File: config.mk
export PLATFORM = sky130hd
export DESIGN_NAME = shift_sequencer
export DESIGN_NICKNAME = d
export VERILOG_FILES = /design/src/rtl/shift_sequencer.sv
export SDC_FILE = /design/constraint.sdc
export NUM_CORES = 1
export LEC_CHECK = 0
export BUFFER_PORTS_ARGS = -buffer_cell sky130_fd_sc_hd__clkbuf_2
export CORE_ASPECT_RATIO = 2
export CORE_UTILIZATION = 51
export DETAILED_ROUTE_END_ITERATION = 16
export PLACE_DENSITY_LB_ADDON = 0.12
export SKIP_LAST_GASP = 1
export SYNTH_ARGS = -nofsm -noshare
export SYNTH_HDL_FRONTEND = slang
export SYNTH_SLANG_ARGS = --single-unit
File: constraint.sdc
create_clock -name clk -period 1.93 [get_ports clk]
set_clock_uncertainty 0.15 [all_clocks]
set_input_delay 0.386 -clock clk [delete_from_list [all_inputs] [get_ports clk]]
set_output_delay 0.386 -clock clk [all_outputs]
set_load 0.01 [all_outputs]
File: src/rtl/shift_sequencer.sv
// ============================================================================
// Module   : shift_sequencer
// Summary  : Shifts a word one bit per clock (pass/LSL/LSR/ASR) and returns
//            the result through a start/busy/done handshake. Each shifting
//            cycle also reports the shift code it applies, for trace/debug.
//            Optional macro SHIFT_SEQ_ROTATE_EN adds a 'rotate' input that
//            turns op 10 into a rotate right.
// Revision : 1.0 - initial release
// ============================================================================
`default_nettype none

module shift_sequencer #(
  parameter int WIDTH = 16,
  parameter int AMT_W = 4
) (
  input  logic             clk,
  input  logic             reset_n,
  input  logic             start,
  input  logic [WIDTH-1:0] in,
  input  logic [1:0]       op,
  input  logic [AMT_W-1:0] amount,
`ifdef SHIFT_SEQ_ROTATE_EN
  input  logic             rotate,
`endif
  output logic [WIDTH-1:0] sout,
  output logic             carry,
  output logic             busy,
  output logic             done,
  output logic [1:0]       shift_code
);

  typedef enum logic [1:0] {
    IDLE  = 2'd0,
    SHIFT = 2'd1,
    DONE  = 2'd2
  } state_t;

  state_t           r_state;
  logic [1:0]       r_op;
  logic [AMT_W-1:0] r_cnt;
  logic [WIDTH-1:0] w_step_sout;
  logic             w_step_carry;
  logic             w_fill_msb;

`ifdef SHIFT_SEQ_ROTATE_EN
  logic r_rot;
  // Rotate only feeds the LSR fill bit; other codes never look at it.
  assign w_fill_msb = r_rot & sout[0];
`else
  assign w_fill_msb = 1'b0;
`endif

  always_comb begin
    w_step_sout  = sout;
    w_step_carry = carry;
    case (r_op)
      2'b01: begin
        w_step_carry = sout[WIDTH-1];
        w_step_sout  = {sout[WIDTH-2:0], 1'b0};
      end
      2'b10: begin
        w_step_carry = sout[0];
        w_step_sout  = {w_fill_msb, sout[WIDTH-1:1]};
      end
      2'b11: begin
        w_step_carry = sout[0];
        w_step_sout  = {sout[WIDTH-1], sout[WIDTH-1:1]};
      end
      default: ;
    endcase
  end

  always_ff @(posedge clk or negedge reset_n) begin
    if (!reset_n) begin
      r_state    <= IDLE;
      r_op       <= 2'b00;
      r_cnt      <= '0;
      sout       <= '0;
      carry      <= 1'b0;
      busy       <= 1'b0;
      done       <= 1'b0;
      shift_code <= 2'b00;
`ifdef SHIFT_SEQ_ROTATE_EN
      r_rot      <= 1'b0;
`endif
    end else begin
      case (r_state)
        IDLE, DONE: begin
          if (start) begin
            sout  <= in;
            carry <= 1'b0;
            r_op  <= op;
            r_cnt <= amount;
`ifdef SHIFT_SEQ_ROTATE_EN
            r_rot <= rotate;
`endif
            if (op == 2'b00 || amount == '0) begin
              r_state    <= DONE;
              busy       <= 1'b0;
              done       <= 1'b1;
              shift_code <= 2'b00;
            end else begin
              r_state    <= SHIFT;
              busy       <= 1'b1;
              done       <= 1'b0;
              shift_code <= op;
            end
          end else begin
            r_state    <= IDLE;
            busy       <= 1'b0;
            done       <= 1'b0;
            shift_code <= 2'b00;
          end
        end
        SHIFT: begin
          sout  <= w_step_sout;
          carry <= w_step_carry;
          r_cnt <= r_cnt - 1'b1;
          if (r_cnt == AMT_W'(1)) begin
            r_state    <= DONE;
            busy       <= 1'b0;
            done       <= 1'b1;
            shift_code <= 2'b00;
          end
        end
        default: begin
          r_state    <= IDLE;
          busy       <= 1'b0;
          done       <= 1'b0;
          shift_code <= 2'b00;
        end
      endcase
    end
  end

endmodule

`default_nettype wire

# After elaboration in Yosys (flattened, before gate mapping)
# Index checks and enable logic that the tools add are counted.
dict set report op_classes {
  addsub 1
  eq_ne 12
  n_mux 24
  reduce_logical 12
}
# op count
set ops {}
lappend ops {{one-hot mux 16 bit (3 select lines)} 1}
lappend ops {{one-hot mux 16 bit (2 select lines)} 1}
lappend ops {{2-to-1 mux 16 bit} 1}
lappend ops {{2-to-1 mux 2 bit} 6}
lappend ops {{one-hot mux 1 bit (2 select lines)} 4}
lappend ops {{one-hot mux 2 bit (2 select lines)} 2}
lappend ops {{one-hot mux 4 bit (2 select lines)} 1}
lappend ops {{2-to-1 mux 1 bit} 7}
lappend ops {{equality test 2 bit, second input constant} 3}
lappend ops {{!= test 2 bit, second input constant} 3}
lappend ops {{AND reduction 3 bit} 2}
lappend ops {{equality test 2 x 1 -> 1 bit, second input constant} 2}
lappend ops {{equality test 4 x 1 -> 1 bit, second input constant} 1}
lappend ops {{zero test 2 bit} 2}
lappend ops {{zero test 4 bit} 1}
lappend ops {{2-to-1 mux 4 bit} 1}
lappend ops {{!= test 4 x 1 -> 1 bit, second input constant} 1}
lappend ops {{AND reduction 2 bit} 2}
lappend ops {{AND reduction 4 bit} 1}
lappend ops {{OR reduction 2 bit} 2}
lappend ops {{subtractor 4 x 1 -> 4 bit, second input constant} 1}
lappend ops {{!= test 3 x 1 -> 1 bit, second input constant} 1}
lappend ops {{!= test 3 x 2 -> 1 bit, second input constant} 1}
lappend ops {{nonzero test 2 bit} 1}
lappend ops {{logical OR 1 bit} 1}
dict set report word_totals {
  regBits 29
  in_bits 25
  out_inout_bits 21
  word_cells 58
}

# Depth between registers and ports, before layout
# Gate-level depths: netlist of the first run.
dict set report logic_depth {
  depth_word 5
  depth_mapped 6
  depth_no_buf 5
}

# Least setup slack after synthesis of the first run
# Ideal clock, no wire load.
dict set report synth_timing {
  path_kind {register to register}
  from {register r_op[0]}
  to {register sout[14]}
  setup_time_ns 0.133
  arrival_ns 1.449
  setup_slack_ns 0.198
  path_stages_with_launch 7
  n_path_buf 1
  path_cell_list {dfrtp_1 > inv_1 > ha_1 > nor2_1 > o21a_1 > buf_2 > a32oi_1}
}
dict set report synth_between {
  elab_chain_len 3
  elab_cells_between_ends 7
}
# item line
set synth_rtl {}
lappend synth_rtl {{start: declaration} 39} ;# logic [1:0] r_op;
lappend synth_rtl {{start signal: assignment} 92} ;# r_op <= op;
lappend synth_rtl {{equality test 2 bit / equality test 2 x 1 -> 1 bit (equally long branches)} 56} ;# case (r_op)
lappend synth_rtl {{one-hot mux 16 bit (3 select lines) / != test 4 x 1 -> 1 bit (equally long branches)} --}
lappend synth_rtl {{one-hot mux 16 bit (2 select lines) / AND reduction 3 bit (equally long branches)} --}
lappend synth_rtl {{end signal: assignment} 90} ;# sout <= in;
lappend synth_rtl {{end signal: assignment} 116} ;# sout <= w_step_sout;
lappend synth_rtl {{end: declaration} 25} ;# output logic [WIDTH-1:0] sout,
# Several ways; a longest one is shown, not always the timed one.
# A chain may end at the register's enable or synchronous reset.

# Worst setup path after layout of the first run
dict set report layout_timing {
  from {register r_op[0]}
  to {register sout[8]}
}
# The elaborated chain is that of the path after synthesis.

==> results of run 1 <==
-- flip-flops by register name (all words and copies together) (netlist names) --
name,count
shift_code,2
busy,1
r_op,2
done,1
sout,16
r_state,1
r_cnt,4
carry,1
-- worst max-delay path, delay by kind of cell (launching register included) --
kind	cells	cell delay, ns
DFF	1	0.42
adders and majority gates	1	0.29
AOI/OAI and AO/OA	2	0.27
and+or+nand+nor	1	0.60
-- final cells by class --
cell class / count / area share (%)
Multi-Input combinational cell: 115 / 39.7
Sequential cell: 28 / 35.9
Timing Repair Buffer: 60 / 17.3
Inverter: 16 / 3.08
Clock buffer: 3 / 2.12
Tap cell: 30 / 1.92
-- stage by stage --
step                worst slack [ns]  power (W)
floorplan                      0.198    0.00259
global placement               0.145    0.00329
detailed placement            0.0586    0.00337
CTS                           0.0435    0.00370
global route                  0.0140    0.00400
finish                        0.0931    0.00370
-- cell families after synthesis --
group                      Yosys count
buffers and inverters               28
AOI/OAI and AO/OA                   61
muxes                                2
DFF                                 28
xor gates and xnor gates             1
and+or+nand+nor                     45
adders and majority gates            6
-- path summary, 6_finish.rpt --
check | startpoint | end | slack (ns) | cells after the start
min in group clk | op[0] | r_op[0] | 0.20 | 3
max | r_op[0] | sout[8] | 0.09 | 4
max in group asynchronous | reset_n | sout[4] | 1.20 | 1
min | reset_n | sout[5] | -0.01 | 1
min reg2reg | busy | busy | 0.34 | 1
max reg2reg | r_op[0] | sout[8] | 0.09 | 4
-- routing by layer --
metal  GRT usage, %  vias to the layer above  share of wire, %
li1               -                      743                 -
met1           27.9                      753                37
met2           52.8                       47                57
met3           2.00                        6               2.8
met4           13.2                        0               2.4
met5              0                        -                 0
-- cell usage in the layout, fill, tap and decap left out, drive strengths merged, types with 6 or more instances in the layout --
cell     n
clkbuf  48
dfrtp   28
inv     16
o22ai   15
buf     15
nand2   12
nand3   10
a32oi   10
nor2     7
a211oi   7
o211ai   6
ha       6
-- power groups by stage --
stage,Combinational [W],Clock (W),Sequential (W)
2_1_floorplan,0.00137,0,0.00122
3_3_place_gp,0.00210,0,0.00119
3_5_place_dp,0.00216,0,0.00121
4_1_cts,0.00217,0.000326,0.00120
5_1_grt,0.00241,0.000345,0.00125
6_report,0.00218,0.000318,0.00120
==> metrics, run 1 <==
status finished with violations; failing checks negative hold slack; Starting DRT DRC Count 50; FF+latch count, synth 28; clk buf depth 2; routed length per instance 16.5 um; Detailed Route WL 4.16 mm; # resized after CTS 0; Worst Max-Slew Pin Slew 0.694 ns; Post-DRT Antenna Nets 0; post-synthesis sequential area ratio 43.9%; post-synthesis mux area share 1.33%; Syn. warnings 0; Post-Syn Instances 171; Main synth FF type dfrtp_1; Post-Synth Simple-Gate Area 14.4%; Horiz. Die Dim 41.6 um; FP Rows 28; Worst EP required 1.95 ns; internal power 0.00201 W; crit-path cells ha_1 > or4b_4 > o22ai_1 > o31ai_1; Core ar. 2980 um^2; first-pass GRT wire length 7.10 mm; DP Cell Count 249; DR vias/cell 6.15; Comb pwr share 58.9%; fin. max-slew vios 0; Async S/R FF share, synth 100%; syn_area_per_cell 9.34 um^2; layout cell share with drive strength beyond 1 30.6%; pwr dens 1900 nW/um^2; multi-input logic area 774 um^2; Area contributors post-synth dfrtp_1, o22ai_1, a32oi_1; final setup fails 0; area leader, netlist dfrtp_1; CP Capture Type register; Synth Cell Area 1600 um^2; f_max 544 MHz; post-detail-place hpwl 3.20 mm; commonest cells in the netlist dfrtp_1, inv_1, o22ai_1; compound-cell area share of the yosys netlist 27.3%; CP max FO 6; Worst-Skew Late Latency 0.28 ns; pin count of the biggest net entering global routing 29; Routability Congestion 0.811; cell area after layout 1950 um^2; Max-slew headroom 53.7%; EDFF count, synth 0; GRT Total Usage 27.0%; clk sinks 28; post-synth top area share 43.9%; post-route insts no fill 252; P_sw 0.00169 W; Post-Syn Nets 202; H-tree levels 1; CTS tree yes; root buf cell clkbuf_8; layout filler cell count 271; gr ovfl total 0; RSZ-0062 raised after global routing false; initial antenna violation count 0; largest family of logic cells by synthesized area compound AO/OA/AOI/OAI gates; final net count 255; clock network power share 8.6%; area grow syn2layout 22.2%; max cap viols 0; Yosys cell types 33; Period minus WS final 1.84 ns; count leader, synth dfrtp_1; classification of the worst setup path register to register; Slowest cell on crit path or4b_4; sw frac 45.8%; Final TNS setup 0 ns; cts bufs inserted 3; Final Core Density 65.5%; DRC Markers 0; Hold Worst Slack -0.0147 ns; crit start category register; drt pass-1 iters 4; Leak 0.938 nW; Initial Util 53.7%; post-synthesis xor/xnor area fraction 0.548%; chip height 81.2 um; final period utilization 95.2%; Ports 46; final antenna diode count 0; CP max stage delay 0.60 ns; number of global-route vias before repair 1587; maximum vdd drop 1020 uV; CP Data Arrival Time 1.85 ns; register area 701 um^2; cts hold-fix bufs 0; Post-Synth Adder-Cell Area 4.70%; Worst Hold Class input port to async pin; die footprint 3370 um^2; Setup Fix Bufs, Post-CTS 0; final hold vios 28; PortBufs 45; Seq pwr share 32.5%; CTS clock-pin slew for the worst setup and hold paths 0.09 ns; Via Count 1549; placed cell area 1910 um^2
Note: power is estimated with default switching activity, not from simulation.
==> inputs of run 2 (changes only) <==
CORE_ASPECT_RATIO = 1.1   (was 2)
==> metrics, run 2 (synthesized netlist as in run 1, its figures left out) <==
status completed (was finished with violations); Worst Hold Class input port to register (was input port to async pin); DRC Markers 0 (unchanged); Horiz. Die Dim 55.4 um (was 41.6 um); Worst Path Buf+Inv 0 (unchanged); Worst Setup SP r_op[0] (unchanged); layout cell share with drive strength beyond 1 29.5% (was 30.6%); Slowest cell on crit path or4b_4 (unchanged); root buf cell clkbuf_4 (was clkbuf_8); CP Capture Type register (unchanged); drt pass-1 iters 4 (unchanged); layout filler cell count 256 (was 271); Regs by FF count sout (16), r_cnt (4) (unchanged); CTS tree yes (unchanged); GR Util met3 2.99% (was 2.00%); Leak 0.921 nW (was 0.938 nW); cell area after layout 1930 um^2 (was 1950 um^2); met2 usage 43.7% (was 52.8%); final setup fails 0 (unchanged); clk buf depth 2 (unchanged); clk sinks 28 (unchanged); GRT Total Usage 25.3% (was 27.0%); Worst EP required 2.01 ns (was 1.95 ns); f_max 554 MHz (was 544 MHz); final antenna diode count 0 (unchanged); FP Rows 20 (was 28); Max-slew headroom 53.5% (was 53.7%); CP max FO 6 (unchanged); Period minus WS final 1.80 ns (was 1.84 ns); maximum vdd drop 1010 uV (was 1020 uV); reg2reg setup slack 0.13 ns (was 0.09 ns); H-tree levels 1 (unchanged); max reg flops 16 (unchanged); final period utilization 93.5% (was 95.2%); worst reg-to-reg path cell count 4 (unchanged); Critical Path Stages 4 (unchanged); most common cell after layout, fill and taps aside clkbuf_2 (unchanged); CP max stage delay 0.59 ns (was 0.60 ns); grt met1 use 33.2% (was 27.9%); commonest non-fill, non-tap cells in the layout clkbuf_2, dfrtp_1, inv_1 (unchanged); post-detail-place hpwl 3.01 mm (was 3.20 mm); number of global-route vias before repair 1433 (was 1587); cts bufs inserted 3 (unchanged); r2r startpoint r_op[0] (unchanged); Detailed Route WL 4.07 mm (was 4.16 mm); pwr dens 1880 nW/um^2 (was 1900 nW/um^2); worst setup path endpoint sout[8] (unchanged); chip height 60.7 um (was 81.2 um); DP Cell Count 248 (was 249); pin count of the biggest net entering global routing 29 (unchanged); final hold vios 0 (was 28); routed length per instance 16.1 um (was 16.5 um); PortBufs 45 (unchanged); first-pass GRT wire length 6.68 mm (was 7.10 mm); crit start category register (unchanged); max cap viols 0 (unchanged); final net count 252 (was 255); Setup Fix Bufs, Post-CTS 0 (unchanged); Post-DRT Antenna Nets 0 (unchanged); DR vias/cell 6.16 (was 6.15); Core ar. 2880 um^2 (was 2980 um^2); Routability Congestion 0.845 (was 0.811); RSZ-0062 raised after global routing true (was false); classification of the worst setup path register to register (unchanged); placed cell area 1880 um^2 (was 1910 um^2); gr ovfl total 0 (unchanged); Largest Register sout (unchanged); Hold Worst Slack 0.167 ns (was -0.0147 ns); Via Count 1559 (was 1549); register area 701 um^2 (unchanged); reg2reg end sout[8] (unchanged); crit-path cells ha_1 > or4b_4 > o22ai_1 > o31ai_1 (unchanged); post-route insts no fill 253 (was 252); Starting DRT DRC Count 66 (was 50); die footprint 3360 um^2 (was 3370 um^2); multi-input logic area 774 um^2 (unchanged); CP Data Arrival Time 1.88 ns (was 1.85 ns); CTS clock-pin slew for the worst setup and hold paths 0.15 ns (was 0.09 ns); Worst-Skew Late Latency 0.33 ns (was 0.28 ns); Ports 46 (unchanged); Worst Max-Slew Pin Slew 0.697 ns (was 0.694 ns); area grow syn2layout 20.8% (was 22.2%); fin. max-slew vios 0 (unchanged); initial antenna violation count 0 (unchanged); global route hottest layer met2 (unchanged); delay-heaviest family, CP simple AND/OR/NAND/NOR gates (unchanged); Initial Util 55.5% (was 53.7%)
## run 2: worst min-delay path by stage
stage          startpoint       endpoint  cells past startpoint
2_1_floorplan     reset_n           busy                      0
3_3_place_gp      reset_n       sout[12]                      1
3_5_place_dp      reset_n       sout[12]                      1
4_1_cts             op[1]        r_op[1]                      3
5_1_grt             op[1]  shift_code[1]                      2
6_report            op[1]        r_op[1]                      3
## run 2: timing repair
action / CTS / global route
endpoints found under the hold margin: 28 / 0
hold buffers: 1 / 0
gates resized for setup: 0 / 1
endpoints found under the setup margin: 0 / 3
## run 2: report_power, final
part           switching [W]  internal (W)
Clock               0.000174      0.000115
Sequential          0.000319      0.000884
Combinational        0.00120      0.000931
## run 2: worst min-delay path: stages
cell	delay (ns)
clkbuf_2	0.11
nand2_1	0.05
o21ai_0	0.06
## run 2: through the flow
stage	utilization, %	setup slack [ns]	power, W	setup TNS [ns]
6_report	67.1	0.126	0.00362	0
5_1_grt	67.1	-0.000857	0.00390	-0.000857
4_1_cts	67.0	0.0994	0.00360	0
3_5_place_dp	65.3	0.120	0.00331	0
3_3_place_gp	65.3	0.161	0.00322	0
2_1_floorplan	-	0.198	0.00259	0
## run 2: final cells by class
| class | count | share of cell area (%) |
|---|---|---|
| inverters | 16 | 3.11 |
| multi-input cells | 115 | 40.1 |
| clock buffers | 4 | 1.88 |
| repair buffers | 57 | 16.5 |
| flip-flops and latches | 28 | 36.3 |
| well taps | 33 | 2.14 |
## run 2: layer usage
metal  share of wire (%)  wire, um  vias to the layer above
met5                   0         0                        -
met4                 1.4        59                        0
met3                 4.4       181                        6
met2                  48      1940                       55
met1                  46      1880                      760
li1                    -         -                      738
